$ cat config.mk
export PLATFORM = sky130hd
export DESIGN_NAME = output_descriptor_arbiter
export DESIGN_NICKNAME = d
export VERILOG_FILES = /design/src/rtl/output_descriptor_arbiter.sv
export SDC_FILE = /design/constraint.sdc
export NUM_CORES = 1
export LEC_CHECK = 0
export BUFFER_PORTS_ARGS = -buffer_cell sky130_fd_sc_hd__buf_2
export CAP_MARGIN = 40
export CORE_MARGIN = 2
export CORE_UTILIZATION = 48
export CTS_CLUSTER_DIAMETER = 50
export DETAILED_ROUTE_END_ITERATION = 12
export HOLD_SLACK_MARGIN = 0.12
export PLACE_DENSITY = 0.82
export SYNTH_ARGS = -nofsm -noshare
export SYNTH_HDL_FRONTEND = slang
export SYNTH_SLANG_ARGS = --single-unit
$ cat constraint.sdc
create_clock -name i_clk -period 3 [get_ports i_clk]
set_clock_uncertainty 0.05 [all_clocks]
set_input_delay 0.6 -clock i_clk [delete_from_list [all_inputs] [get_ports i_clk]]
set_output_delay 0.6 -clock i_clk [all_outputs]
set_load 0.1 [all_outputs]
$ cat src/rtl/output_descriptor_arbiter.sv
// output_descriptor_arbiter
//   Per-outport arbiter that merges the host and network descriptor sources
//   into one descriptor stream for the outport's queue manager.
//   Priority order: single requester, starvation guard, time-sensitive type,
//   then round-robin.
//
// Optional feature (macro DESC_ARB_STAT_EN):
//   When defined, ov_host_grant_cnt / ov_network_grant_cnt count acks issued to
//   each source (16-bit, wrapping). When undefined, both ports are tied to 0.
//
// Ports:
//   i_clk, i_rst_n                 clock, asynchronous active-low reset
//   iv_*_host, i_descriptor_wr_host       host descriptor + request
//   o_descriptor_ack_host                 one-cycle ack to host
//   iv_*_network, i_descriptor_wr_network network descriptor + request
//   o_descriptor_ack_network              one-cycle ack to network
//   ov_tsntag/ov_pkt_type/ov_bufid        granted descriptor
//   o_descriptor_wr, i_descriptor_ack     handshake to queue manager
//   ov_host_grant_cnt, ov_network_grant_cnt  grant statistics
module output_descriptor_arbiter #(
  parameter logic [2:0]  TS_TYPE_MAX  = 3'd2,
  parameter int unsigned STARVE_LIMIT = 8
) (
  input  logic        i_clk,
  input  logic        i_rst_n,
  input  logic [47:0] iv_tsntag_host,
  input  logic [2:0]  iv_pkt_type_host,
  input  logic [8:0]  iv_bufid_host,
  input  logic        i_descriptor_wr_host,
  output logic        o_descriptor_ack_host,
  input  logic [47:0] iv_tsntag_network,
  input  logic [2:0]  iv_pkt_type_network,
  input  logic [8:0]  iv_bufid_network,
  input  logic        i_descriptor_wr_network,
  output logic        o_descriptor_ack_network,
  output logic [47:0] ov_tsntag,
  output logic [2:0]  ov_pkt_type,
  output logic [8:0]  ov_bufid,
  output logic        o_descriptor_wr,
  input  logic        i_descriptor_ack,
  output logic [15:0] ov_host_grant_cnt,
  output logic [15:0] ov_network_grant_cnt
);

  localparam logic [7:0] StarveLimit = 8'(STARVE_LIMIT);
  localparam logic       StarveEn    = (StarveLimit != 8'd0);

  typedef enum logic [1:0] {StIdle, StWaitAck, StRelease} state_e;

  state_e     state_q;
  logic       winner_host_q;  // source granted in the current transaction
  logic       rr_last_net_q;  // 1: network won the last grant
  logic [7:0] host_starve_q;
  logic [7:0] net_starve_q;

  logic host_ts, net_ts;
  logic host_starved, net_starved;
  logic any_req;
  logic pick_host;

  assign host_ts      = (iv_pkt_type_host <= TS_TYPE_MAX);
  assign net_ts       = (iv_pkt_type_network <= TS_TYPE_MAX);
  assign host_starved = StarveEn && (host_starve_q >= StarveLimit);
  assign net_starved  = StarveEn && (net_starve_q >= StarveLimit);
  assign any_req      = i_descriptor_wr_host | i_descriptor_wr_network;

  always_comb begin
    pick_host = 1'b0;
    if (i_descriptor_wr_host && !i_descriptor_wr_network) begin
      pick_host = 1'b1;
    end else if (!i_descriptor_wr_host && i_descriptor_wr_network) begin
      pick_host = 1'b0;
    end else if (host_starved != net_starved) begin
      pick_host = host_starved;
    end else if (host_ts != net_ts) begin
      pick_host = host_ts;
    end else begin
      pick_host = rr_last_net_q;
    end
  end

  function automatic logic [7:0] sat_inc(input logic [7:0] v);
    return (v == 8'hFF) ? v : v + 8'd1;
  endfunction

  always_ff @(posedge i_clk or negedge i_rst_n) begin
    if (!i_rst_n) begin
      state_q                  <= StIdle;
      winner_host_q            <= 1'b0;
      rr_last_net_q            <= 1'b1;
      host_starve_q            <= 8'd0;
      net_starve_q             <= 8'd0;
      ov_tsntag                <= 48'd0;
      ov_pkt_type              <= 3'd0;
      ov_bufid                 <= 9'd0;
      o_descriptor_wr          <= 1'b0;
      o_descriptor_ack_host    <= 1'b0;
      o_descriptor_ack_network <= 1'b0;
    end else begin
      unique case (state_q)
        StIdle: begin
          if (any_req) begin
            winner_host_q   <= pick_host;
            o_descriptor_wr <= 1'b1;
            state_q         <= StWaitAck;
            if (pick_host) begin
              ov_tsntag     <= iv_tsntag_host;
              ov_pkt_type   <= iv_pkt_type_host;
              ov_bufid      <= iv_bufid_host;
              host_starve_q <= 8'd0;
              if (i_descriptor_wr_network) net_starve_q <= sat_inc(net_starve_q);
            end else begin
              ov_tsntag    <= iv_tsntag_network;
              ov_pkt_type  <= iv_pkt_type_network;
              ov_bufid     <= iv_bufid_network;
              net_starve_q <= 8'd0;
              if (i_descriptor_wr_host) host_starve_q <= sat_inc(host_starve_q);
            end
          end
        end
        StWaitAck: begin
          if (i_descriptor_ack) begin
            o_descriptor_wr          <= 1'b0;
            o_descriptor_ack_host    <= winner_host_q;
            o_descriptor_ack_network <= !winner_host_q;
            rr_last_net_q            <= !winner_host_q;
            state_q                  <= StRelease;
          end
        end
        StRelease: begin
          // Requests are ignored here; the source drops wr at this cycle's end.
          o_descriptor_ack_host    <= 1'b0;
          o_descriptor_ack_network <= 1'b0;
          state_q                  <= StIdle;
        end
        default: state_q <= StIdle;
      endcase
    end
  end

`ifdef DESC_ARB_STAT_EN
  logic [15:0] host_cnt_q, net_cnt_q;

  always_ff @(posedge i_clk or negedge i_rst_n) begin
    if (!i_rst_n) begin
      host_cnt_q <= 16'd0;
      net_cnt_q  <= 16'd0;
    end else if (state_q == StWaitAck && i_descriptor_ack) begin
      if (winner_host_q) host_cnt_q <= host_cnt_q + 16'd1;
      else               net_cnt_q  <= net_cnt_q + 16'd1;
    end
  end

  assign ov_host_grant_cnt    = host_cnt_q;
  assign ov_network_grant_cnt = net_cnt_q;
`else
  assign ov_host_grant_cnt    = 16'd0;
  assign ov_network_grant_cnt = 16'd0;
`endif

endmodule

* After elaboration in Yosys (flattened, before gate mapping)
Cells that the tools add are included.
** Word-level totals
- Register bits :: 83
- Input port bits :: 125
- Output and inout bits :: 95
- Logic and storage cells :: 68
** Cells by class
- $add $sub $neg :: 2
- Order comparisons :: 4
- Equality and inequality tests :: 11
- Mux-type cells :: 23
- Bitwise operators :: 1
- Reductions and logical operators :: 16
** Operator list (number)
- two-way mux 48 bit :: 1
- two-way mux 8 bit :: 6
- adder 8 x 1 -> 8 bit (second input constant) :: 2
- == test 8 bit (second input constant) :: 2
- greater-or-equal comparator 8 x 4 -> 1 bit (second input constant) :: 2
- != test 2 bit (second input constant) :: 5
- two-way mux 9 bit :: 1
- two-way mux 1 bit :: 8
- AND reduction 2 bit :: 4
- AND reduction 4 bit :: 2
- <= comparator 3 x 2 -> 1 bit (second input constant) :: 2
- case mux 1 bit (2 select lines) :: 3
- nonzero test 2 bit :: 3
- two-way mux 2 bit :: 2
- case mux 2 bit (2 select lines) :: 1
- logical NOT 1 bit :: 3
- two-way mux 3 bit :: 1
- AND reduction 3 bit :: 1
- == test 2 x 1 -> 1 bit (second input constant) :: 1
- == test 2 bit (second input constant) :: 1
- logical AND 1 bit :: 2
- logical NOT 2 bit :: 1
- != test 1 bit :: 2
- OR 1 bit :: 1

* Logic depth before layout (Yosys ltp)
Gate-level depths: netlist of run 1.
- Depth in word-level cells :: 8
- Mapped depth :: 8

* Worst setup path before layout of run 1
Ideal clock, no wire load.
- Path type :: input to register
- Start :: input iv_pkt_type_host[0]
- End :: register ov_bufid[8]
- Library setup time :: 0.126 ns
- Arrival time :: 2.177 ns
- Data required time :: 2.824 ns
- Setup slack :: 0.647 ns
- Stages :: 7
- Cell sequence :: a21o_1 -> maj3_2 -> maj3_4 -> o21a_1 -> buf_6 -> buf_6 -> a221o_1
** Between the ends
- Longest elaborated chain between the ends :: 7
** RTL lines
- start: declaration :: RTL line 27 : input logic [2:0] iv_pkt_type_host,
- <= comparator 3 x 2 -> 1 bit (*) :: RTL line 61 : assign host_ts = (iv_pkt_type_host <= TS_TYPE_MAX);
- != test 1 bit :: RTL line 75 : end else if (host_ts != net_ts) begin
- two-way mux 1 bit (*) :: RTL line 75
- two-way mux 1 bit (*) :: RTL line 73 : end else if (host_starved != net_starved) begin
- two-way mux 1 bit (*) :: RTL line 71 : end else if (!i_descriptor_wr_host && i_descriptor_wr_network) begin
- two-way mux 1 bit (*) :: RTL line 69 : if (i_descriptor_wr_host && !i_descriptor_wr_network) begin
- two-way mux 9 bit (*) :: RTL line 106 : if (pick_host) begin
- end signal: assignment :: RTL line 109 : ov_bufid <= iv_bufid_host;
- end signal: assignment :: RTL line 115 : ov_bufid <= iv_bufid_network;
- end: declaration :: RTL line 38 : output logic [8:0] ov_bufid,
Mark *: on every way between the ends. The rest lies on a longest branch, timed or not.
A chain may end at the register's enable or synchronous reset.

* Worst setup path in the final report of run 1
- Start :: register state_q[0]
- End :: register ov_bufid[6]
** Between the ends
- Longest elaborated chain between the ends :: 2
** RTL lines
- start: declaration :: RTL line 50 : state_e state_q;
- start signal: assignment :: RTL line 88 : state_q <= StIdle;
- start signal: assignment :: RTL line 105 : state_q <= StWaitAck;
- start signal: assignment :: RTL line 127 : state_q <= StRelease;
- logical NOT 2 bit :: RTL line 100 : unique case (state_q)
- AND reduction 2 bit (no line)
Every way passes these cells.

==> report_table.html, run 1 <==
<table>
<tr><th>Metric</th><th>Value</th></tr>
<tr><th colspan="2">Route</th></tr>
<tr><td>Total met3 wirelength after detailed routing</td><td>1.20 mm</td></tr>
<tr><td>Antenna-violating nets left</td><td>0</td></tr>
<tr><td>Via count</td><td>4,599</td></tr>
<tr><td>Number of optimization iterations in the first detailed-route pass</td><td>4</td></tr>
<tr><td>Routed len/inst</td><td>18.9 um</td></tr>
<tr><td>Avg Vias per Cell</td><td>6.16</td></tr>
<tr><td>Met2 Routed Length</td><td>6.92 mm</td></tr>
<tr><td>Top routing layer in use</td><td>met4</td></tr>
<tr><td>Total wire length after detailed routing</td><td>14.1 mm</td></tr>
<tr><td>Detailed-route DRC error count</td><td>0</td></tr>
<tr><td>Detailed-route wire length on metal 1</td><td>5.65 mm</td></tr>
<tr><td>Drt first-iter violations</td><td>367</td></tr>
<tr><th colspan="2">Clock network</th></tr>
<tr><td>Clock sink count</td><td>83</td></tr>
<tr><td>Number of post-CTS setup repair buffers</td><td>0</td></tr>
<tr><td>Worst-skew pair later-pin latency</td><td>0.37 ns</td></tr>
<tr><td>Root Buffer</td><td>sky130_fd_sc_hd__clkbuf_8</td></tr>
<tr><td>H-tree levels</td><td>3</td></tr>
<tr><td>CTS Buf Count</td><td>9</td></tr>
<tr><td>Number of gates resized after CTS</td><td>0</td></tr>
<tr><td>Buffer depth of the longest clock path</td><td>2</td></tr>
<tr><td>Cts hold-fix bufs</td><td>0</td></tr>
<tr><td>Clock tree from TritonCTS</td><td>done</td></tr>
<tr><td>Clock transition at the register clock pins on the worst setup and hold paths after CTS</td><td>0.09 ns</td></tr>
<tr><th colspan="2">Timing</th></tr>
<tr><td>Number of pins exceeding their max-slew limit in the final report</td><td>0</td></tr>
<tr><td>Final critical-path setup slack</td><td>0.493 ns</td></tr>
<tr><td>Achievable Freq</td><td>399 MHz</td></tr>
<tr><td>Transition time at the pin with the least slew margin</td><td>0.697 ns</td></tr>
<tr><td>Final hold violation count</td><td>0</td></tr>
<tr><td>Min cycle time layout</td><td>2.51 ns</td></tr>
<tr><td>Final sum of negative setup slack</td><td>0 ns</td></tr>
<tr><td>Setup Viol. Count Final</td><td>0</td></tr>
<tr><td>Post-route clock period utilization</td><td>83.6%</td></tr>
<tr><td>Max-Slew Margin vs Limit</td><td>53.5%</td></tr>
<tr><td>Unrepaired setup endpoints after global routing</td><td>false</td></tr>
<tr><th colspan="2">Yosys</th></tr>
<tr><td>Post-synth design cell area</td><td>0.00480 mm2</td></tr>
<tr><td>Library cell with the largest summed area after synthesis</td><td>sky130_fd_sc_hd__dfrtp_1</td></tr>
<tr><td>Syn. warnings</td><td>0</td></tr>
<tr><td>Post-synthesis sequential area ratio</td><td>43.3%</td></tr>
<tr><td>Synthesized instance count</td><td>440</td></tr>
<tr><td>FF+latch count, synth</td><td>83</td></tr>
<tr><td>Synth top area share</td><td>42.8%</td></tr>
<tr><td>Unique masters post-synth</td><td>47</td></tr>
<tr><td>Average instance area after synthesis</td><td>10.9 um2</td></tr>
<tr><td>Largest cells by area after synthesis</td><td>sky130_fd_sc_hd__dfrtp_1, sky130_fd_sc_hd__a22o_1, sky130_fd_sc_hd__a221o_1, sky130_fd_sc_hd__buf_4, sky130_fd_sc_hd__xor2_1</td></tr>
<tr><th colspan="2">Die</th></tr>
<tr><td>Die Area</td><td>0.0108 mm2</td></tr>
<tr><td>Initial core utilization</td><td>49.3%</td></tr>
<tr><td>Boundary pin count</td><td>220</td></tr>
<tr><td>Floorplan die width</td><td>104 um</td></tr>
<tr><td>Core area</td><td>0.00973 mm2</td></tr>
<tr><td>Number of standard-cell rows in the floorplan</td><td>36</td></tr>
<tr><td>Die outline height</td><td>104 um</td></tr>
<tr><th colspan="2">Placed design</th></tr>
<tr><td>Post-DP Area</td><td>0.00570 mm2</td></tr>
<tr><td>Quantity of I/O buffers inserted on ports</td><td>187</td></tr>
<tr><td>Worst slack after detailed placement</td><td>0.389 ns</td></tr>
<tr><td>Final estimated routing congestion in global placement</td><td>0.809</td></tr>
<tr><td>Detailed Place HPWL</td><td>9.40 mm</td></tr>
<tr><th colspan="2">Final layout</th></tr>
<tr><td>Final Instance Area</td><td>0.00593 mm2</td></tr>
<tr><td>Area taken by flip-flops and latches</td><td>0.00208 mm2</td></tr>
<tr><td>Layout Area Growth over Synthesis</td><td>23.6%</td></tr>
<tr><td>Highest-count cells in the layout ignoring fill and taps</td><td>sky130_fd_sc_hd__buf_2, sky130_fd_sc_hd__a22o_1, sky130_fd_sc_hd__dfrtp_1, sky130_fd_sc_hd__a221o_1, sky130_fd_sc_hd__conb_1</td></tr>
<tr><td>Area used by multi-input combinational logic</td><td>0.00239 mm2</td></tr>
<tr><td>Ratio of cells with drive above 1 in the final layout</td><td>36.9%</td></tr>
<tr><td>Most frequent standard cell in the layout excluding fill and tap cells</td><td>sky130_fd_sc_hd__buf_2</td></tr>
<tr><td>Final net count</td><td>737</td></tr>
<tr><td>Filler Cells Inserted</td><td>837</td></tr>
<tr><th colspan="2">Global route</th></tr>
<tr><td>Wire length of the first global-routing pass</td><td>22.6 mm</td></tr>
<tr><td>Number of antenna violations at the first check in global routing</td><td>1</td></tr>
<tr><td>Final global-route overflow total</td><td>0</td></tr>
<tr><td>Global Route Usage Sum</td><td>25.5%</td></tr>
<tr><td>Number of global-route vias before repair</td><td>4,446</td></tr>
<tr><td>Pin count of the biggest net entering global routing</td><td>59</td></tr>
<tr><th colspan="2">Setup path</th></tr>
<tr><td>Req. time, crit path</td><td>3.20 ns</td></tr>
<tr><td>Kind of end point of the critical path</td><td>register</td></tr>
<tr><td>Maximum net fanout on the critical path</td><td>51</td></tr>
<tr><td>Type of the worst setup path</td><td>reg -&gt; reg</td></tr>
<tr><td>Worst-case reg-to-reg path depth</td><td>6</td></tr>
<tr><td>Startpoint kind of the worst setup timing path</td><td>register</td></tr>
<tr><td>CP Data Arrival Time</td><td>2.71 ns</td></tr>
<tr><th colspan="2">Status</th></tr>
<tr><td>Result of the run</td><td>finished, final reports clean</td></tr>
<tr><th colspan="2">Flow run</th></tr>
<tr><td>MaxCap Viol Count</td><td>0</td></tr>
<tr><th colspan="2">Min path</th></tr>
<tr><td>Min-delay worst type</td><td>in -&gt; async</td></tr>
</table>
[per-layer routing]
layer / track usage [%] / vias up
met2: 40.3 / 263
met1: 33.7 / 2267
met5: 0 / -
li1: - / 2043
met3: 6.08 / 26
met4: 10.6 / 0
[registers in the layout, summed over array words and instances, names as in the netlist]
register                  count
ov_tsntag                    48
ov_bufid                      9
host_starve_q                 8
net_starve_q                  8
ov_pkt_type                   3
state_q                       2
o_descriptor_ack_host         1
o_descriptor_ack_network      1
o_descriptor_wr               1
rr_last_net_q                 1
winner_host_q                 1
[final cells by class]
| class | count | area share (%) |
|---|---|---|
| Tap cell | 133 | 2.80 |
| Timing Repair Buffer | 197 | 17.5 |
| Inverter | 9 | 0.569 |
| Clock buffer | 11 | 2.55 |
| Clock inverter | 5 | 1.27 |
| Sequential cell | 83 | 35.0 |
| Antenna cell | 1 | 0.0422 |
| Multi-Input combinational cell | 308 | 40.2 |
[cells in the mapped netlist (all sizes together)]
cell and n:
a211oi 1, a21o 3, a21oi 3, a221o 60
a22o 114, a22oi 1, a311oi 1, a31o 1
a31oi 1, and2 1, and3 5, and4 1
buf 51, clkbuf 20, conb 1, dfrtp 82
dfstp 1, ha 4, inv 9, maj3 2
mux2i 1, nand2 6, nand2b 1, nand3 11
nand3b 1, nand4 7, nor2 19, nor2b 5
nor3 2, nor4 1, o21a 1, o21ai 4
o22ai 2, o2bb2ai 1, o31ai 1, or2 1
or3b 1, or4 1, xnor2 3, xor2 9
[logic make-up (layout without fill, tap and decap cells)]
| group | Yosys count | in the layout | synth area share, % |
|---|---|---|---|
| other cells | 1 | 33 | 0.0781 |
| buf+inv | 80 | 222 | 9.67 |
| simple gates | 63 | 63 | 6.83 |
| mux | 1 | 1 | 0.209 |
| xor+xnor | 12 | 12 | 2.19 |
| fa+ha+maj | 6 | 6 | 1.56 |
| compound gates | 194 | 194 | 36.2 |
| flops | 83 | 83 | 43.3 |
[stage by stage]
stage               hold slack [ns]  utilization (%)  cells
finish                        0.147             61.0    747
global route                  0.182             61.0    747
CTS                           0.168             61.0    746
detailed placement            0.428             58.6    730
global placement              0.421             58.6    730
floorplan                     0.254                -    471
[worst max-delay path, stage by stage, from the launching register on]
cell and delay [ns]:
sky130_fd_sc_hd__dfrtp_1 0.53, sky130_fd_sc_hd__or2_2 0.64, sky130_fd_sc_hd__nor2_4 0.21, sky130_fd_sc_hd__buf_12 0.26, sky130_fd_sc_hd__a22o_1 0.21, sky130_fd_sc_hd__a22o_1 0.19, sky130_fd_sc_hd__a221o_1 0.28
[path summary, 6_finish.rpt]
path / slack, ns / to / startpoint
worst max-delay path: 0.49 / ov_bufid[6] / state_q[0]
worst min-delay path: 0.15 / ov_tsntag[45] / i_rst_n
worst max register to register: 0.49 / ov_bufid[6] / state_q[0]
worst min register to register: 0.44 / rr_last_net_q / rr_last_net_q
max in group asynchronous: 2.04 / rr_last_net_q / i_rst_n
min in group i_clk: 0.40 / ov_tsntag[41] / iv_tsntag_network[41]
Power of run 1 is not shown: default switching activity piles up to over one toggle a cycle in this logic, so the estimate is an artifact.
==> run 2, diff against run 1 <==
- ABC_AREA: unset -> 1
- CORE_UTILIZATION: 48 -> 42
- PLACE_DENSITY: 0.82 -> 0.77
- clock period: 3 -> 2.2 ns (I/O delays scaled with it)
==> report_table.html, run 2 <==
<table>
<tr><th>Metric</th><th>Value</th></tr>
<tr><th colspan="2">Timing</th></tr>
<tr><td>Setup Viol. Count Final</td><td>0</td></tr>
<tr><td>Achievable Freq</td><td>504 MHz</td></tr>
<tr><td>Min cycle time layout</td><td>1.98 ns</td></tr>
<tr><td>Final sum of negative setup slack</td><td>0 ns</td></tr>
<tr><td>Transition time at the pin with the least slew margin</td><td>0.536 ns</td></tr>
<tr><td>Unrepaired setup endpoints after global routing</td><td>false</td></tr>
<tr><td>Post-route clock period utilization</td><td>90.1%</td></tr>
<tr><td>Number of pins exceeding their max-slew limit in the final report</td><td>0</td></tr>
<tr><td>Final hold violation count</td><td>0</td></tr>
<tr><td>Max-Slew Margin vs Limit</td><td>64.3%</td></tr>
<tr><th colspan="2">Yosys</th></tr>
<tr><td>Top cells by instance count after synthesis</td><td>sky130_fd_sc_hd__nand3_1, sky130_fd_sc_hd__nand2_1, sky130_fd_sc_hd__dfrtp_1</td></tr>
<tr><td>Average instance area after synthesis</td><td>8.37 um2</td></tr>
<tr><td>Async S/R FF share, synth</td><td>100%</td></tr>
<tr><td>Synthesized instance count</td><td>549</td></tr>
<tr><td>Largest cells by area after synthesis</td><td>sky130_fd_sc_hd__dfrtp_1, sky130_fd_sc_hd__nand3_1, sky130_fd_sc_hd__nand4_1, sky130_fd_sc_hd__nand2_1, sky130_fd_sc_hd__buf_4</td></tr>
<tr><td>Synth top area share</td><td>44.7%</td></tr>
<tr><td>Most frequent cell after synthesis</td><td>sky130_fd_sc_hd__nand3_1</td></tr>
<tr><td>Number of enable flip-flop cells after synthesis</td><td>0</td></tr>
<tr><td>Unique masters post-synth</td><td>32</td></tr>
<tr><td>Library cell with the largest summed area after synthesis</td><td>sky130_fd_sc_hd__dfrtp_1</td></tr>
<tr><td>FF+latch count, synth</td><td>83</td></tr>
<tr><td>Top FF cell, synth</td><td>sky130_fd_sc_hd__dfrtp_1</td></tr>
<tr><td>Syn. warnings</td><td>0</td></tr>
<tr><td>Post-synth design cell area</td><td>0.00459 mm2</td></tr>
<tr><td>Post-synthesis sequential area ratio</td><td>45.2%</td></tr>
<tr><th colspan="2">Die</th></tr>
<tr><td>Boundary pin count</td><td>220</td></tr>
<tr><td>Floorplan die width</td><td>109 um</td></tr>
<tr><td>Die outline height</td><td>109 um</td></tr>
<tr><td>Number of standard-cell rows in the floorplan</td><td>38</td></tr>
<tr><td>Initial core utilization</td><td>42.8%</td></tr>
<tr><td>Die Area</td><td>0.0118 mm2</td></tr>
<tr><td>Core area</td><td>0.0107 mm2</td></tr>
<tr><th colspan="2">Route</th></tr>
<tr><td>Drt first-iter violations</td><td>448</td></tr>
<tr><td>Via count</td><td>4,537</td></tr>
<tr><td>Detailed-route DRC error count</td><td>0</td></tr>
<tr><td>Total wire length after detailed routing</td><td>12.5 mm</td></tr>
<tr><td>Antenna-violating nets left</td><td>0</td></tr>
<tr><td>Number of optimization iterations in the first detailed-route pass</td><td>7</td></tr>
<tr><td>Avg Vias per Cell</td><td>5.23</td></tr>
<tr><td>Routed len/inst</td><td>14.5 um</td></tr>
<tr><th colspan="2">Setup path</th></tr>
<tr><td>CP Data Arrival Time</td><td>2.17 ns</td></tr>
<tr><td>Critical Path Most Common Cell</td><td>sky130_fd_sc_hd__nand3_1</td></tr>
<tr><td>Worst-case reg-to-reg path depth</td><td>9</td></tr>
<tr><td>CP peak stage delay</td><td>0.43 ns</td></tr>
<tr><td>Maximum net fanout on the critical path</td><td>13</td></tr>
<tr><td>Startpoint kind of the worst setup timing path</td><td>register</td></tr>
<tr><td>Crit path cell chain</td><td>nor2_1, nand3_1, nand2_1, nand3_1, nand2_2, buf_4, nand3_1, nand3_1, nand2_1</td></tr>
<tr><td>Reg-to-reg endpoint</td><td>net_starve_q[2]</td></tr>
<tr><td>Startpoint of the worst setup timing path</td><td>host_starve_q[5]</td></tr>
<tr><td>Count of cell instances traversed by the critical path</td><td>9</td></tr>
<tr><td>Flop-to-flop setup slack</td><td>0.22 ns</td></tr>
<tr><td>Req. time, crit path</td><td>2.39 ns</td></tr>
<tr><td>Kind of cell adding the most delay to the critical path</td><td>simple AND/OR/NAND/NOR gates</td></tr>
<tr><td>Critical Path Slowest Stage Cell</td><td>sky130_fd_sc_hd__dfrtp_1</td></tr>
<tr><td>Setup crit end</td><td>net_starve_q[2]</td></tr>
<tr><td>Origin of the critical flop-to-flop path</td><td>host_starve_q[5]</td></tr>
<tr><td>Kind of end point of the critical path</td><td>register</td></tr>
<tr><td>Buffers and inverters on the worst path</td><td>1</td></tr>
<tr><td>Type of the worst setup path</td><td>reg -&gt; reg</td></tr>
<tr><th colspan="2">Final layout</th></tr>
<tr><td>Max reg flops</td><td>48</td></tr>
<tr><td>Util after Layout</td><td>53.8%</td></tr>
<tr><td>Layout Area Growth over Synthesis</td><td>25.8%</td></tr>
<tr><td>Ratio of cells with drive above 1 in the final layout</td><td>33.7%</td></tr>
<tr><td>Filler Cells Inserted</td><td>967</td></tr>
<tr><td>Final net count</td><td>851</td></tr>
<tr><td>Most frequent standard cell in the layout excluding fill and tap cells</td><td>sky130_fd_sc_hd__buf_2</td></tr>
<tr><td>Highest-count cells in the layout ignoring fill and taps</td><td>sky130_fd_sc_hd__buf_2, sky130_fd_sc_hd__nand3_1, sky130_fd_sc_hd__nand2_1, sky130_fd_sc_hd__dfrtp_1, sky130_fd_sc_hd__nand4_1</td></tr>
<tr><td>Number of antenna diodes</td><td>0</td></tr>
<tr><td>Reg with most FFs</td><td>ov_tsntag</td></tr>
<tr><td>Largest registers</td><td>ov_tsntag: 48 flops, ov_bufid: 9 flops</td></tr>
<tr><th colspan="2">Flow run</th></tr>
<tr><td>MaxCap Viol Count</td><td>0</td></tr>
<tr><th colspan="2">Clock network</th></tr>
<tr><td>H-tree levels</td><td>3</td></tr>
<tr><td>Number of gates resized after CTS</td><td>0</td></tr>
<tr><td>Cts hold-fix bufs</td><td>1</td></tr>
<tr><td>Worst-skew pair later-pin latency</td><td>0.35 ns</td></tr>
<tr><td>CTS Buf Count</td><td>9</td></tr>
<tr><td>Number of post-CTS setup repair buffers</td><td>0</td></tr>
<tr><td>Clock tree from TritonCTS</td><td>done</td></tr>
<tr><td>Buffer depth of the longest clock path</td><td>2</td></tr>
<tr><td>Clock transition at the register clock pins on the worst setup and hold paths after CTS</td><td>0.09 ns</td></tr>
<tr><td>Clock sink count</td><td>83</td></tr>
<tr><td>Root Buffer</td><td>sky130_fd_sc_hd__clkbuf_8</td></tr>
<tr><th colspan="2">Global route</th></tr>
<tr><td>Global Route Usage Sum</td><td>20.8%</td></tr>
<tr><td>Grt met1 use</td><td>27.2%</td></tr>
<tr><td>Grt met2 use</td><td>34.0%</td></tr>
<tr><td>Met3 usage</td><td>5.06%</td></tr>
<tr><td>Pin count of the biggest net entering global routing</td><td>44</td></tr>
<tr><td>Number of global-route vias before repair</td><td>4,202</td></tr>
<tr><td>Number of antenna violations at the first check in global routing</td><td>1</td></tr>
<tr><td>Wire length of the first global-routing pass</td><td>19.4 mm</td></tr>
<tr><td>Final global-route overflow total</td><td>0</td></tr>
<tr><td>Most utilized layer in the global route result</td><td>met2</td></tr>
<tr><th colspan="2">Min path</th></tr>
<tr><td>Min-delay worst type</td><td>in -&gt; reg</td></tr>
<tr><td>Hold Crit Start</td><td>i_descriptor_ack</td></tr>
<tr><th colspan="2">Status</th></tr>
<tr><td>Result of the run</td><td>finished, final reports clean</td></tr>
<tr><th colspan="2">Placed design</th></tr>
<tr><td>Final estimated routing congestion in global placement</td><td>0.849</td></tr>
<tr><td>Detailed Place HPWL</td><td>9.02 mm</td></tr>
<tr><td>Quantity of I/O buffers inserted on ports</td><td>187</td></tr>
</table>
run 2: worst reg2reg max path: stages, from the launching register on:
cell,delay (ns)
sky130_fd_sc_hd__dfrtp_1,0.43
sky130_fd_sc_hd__nor2_1,0.17
sky130_fd_sc_hd__nand3_1,0.11
sky130_fd_sc_hd__nand2_1,0.08
sky130_fd_sc_hd__nand3_1,0.11
sky130_fd_sc_hd__nand2_2,0.14
sky130_fd_sc_hd__buf_4,0.22
sky130_fd_sc_hd__nand3_1,0.29
sky130_fd_sc_hd__nand3_1,0.21
sky130_fd_sc_hd__nand2_1,0.07
run 2: layer usage:
metal,wire [um],up-vias
li1,-,2168
met1,5420,2129
met2,6010,215
met3,912,23
met4,183,2
met5,13,-
run 2: cells by family after synthesis:
family                   Yosys count  synth area share, %
AND/OR/NAND/NOR                  337                 37.5
buffers and inverters            101                 12.6
flip-flops                        83                 45.2
AO/OA/AOI/OAI                     15                 1.99
XOR/XNOR                           8                 1.53
adder cells (fa/ha/maj)            4                 1.09
other                              1               0.0816
run 2: final cells by class:
| class | count | area, um2 | area share (%) |
|---|---|---|---|
| flip-flops and latches | 83 | 2080 | 36.0 |
| multi-input cells | 396 | 2060 | 35.6 |
| repair buffers | 202 | 1130 | 19.5 |
| well taps | 140 | 175 | 3.03 |
| clock buffers | 9 | 124 | 2.14 |
| inverters | 30 | 115 | 1.99 |
| clock inverters | 7 | 98.8 | 1.71 |
run 2: worst min path at each step:
stage                     slack, ns                to  depth (start not counted)
after floorplan                0.09  host_starve_q[0]                          0
after global placement         0.41     ov_tsntag[38]                          1
after detailed placement       0.41     ov_tsntag[38]                          1
after CTS                      0.23        state_q[0]                          2
after global routing           0.25        state_q[0]                          2
final                          0.24        state_q[0]                          2
run 2: per-stage QoR:
stage | setup WS, ns | std cells | cell area, um2 | hold WS [ns]
4_1_cts | 0.280 | 867 | 5780 | 0.226
2_1_floorplan | 0.660 | 580 | 4710 | 0.0944
5_1_grt | 0.0752 | 867 | 5780 | 0.250
3_3_place_gp | 0.264 | 850 | 5550 | 0.406
3_5_place_dp | 0.232 | 850 | 5550 | 0.405
6_report | 0.217 | 867 | 5780 | 0.243
Power of run 2 is left out for the same reason.
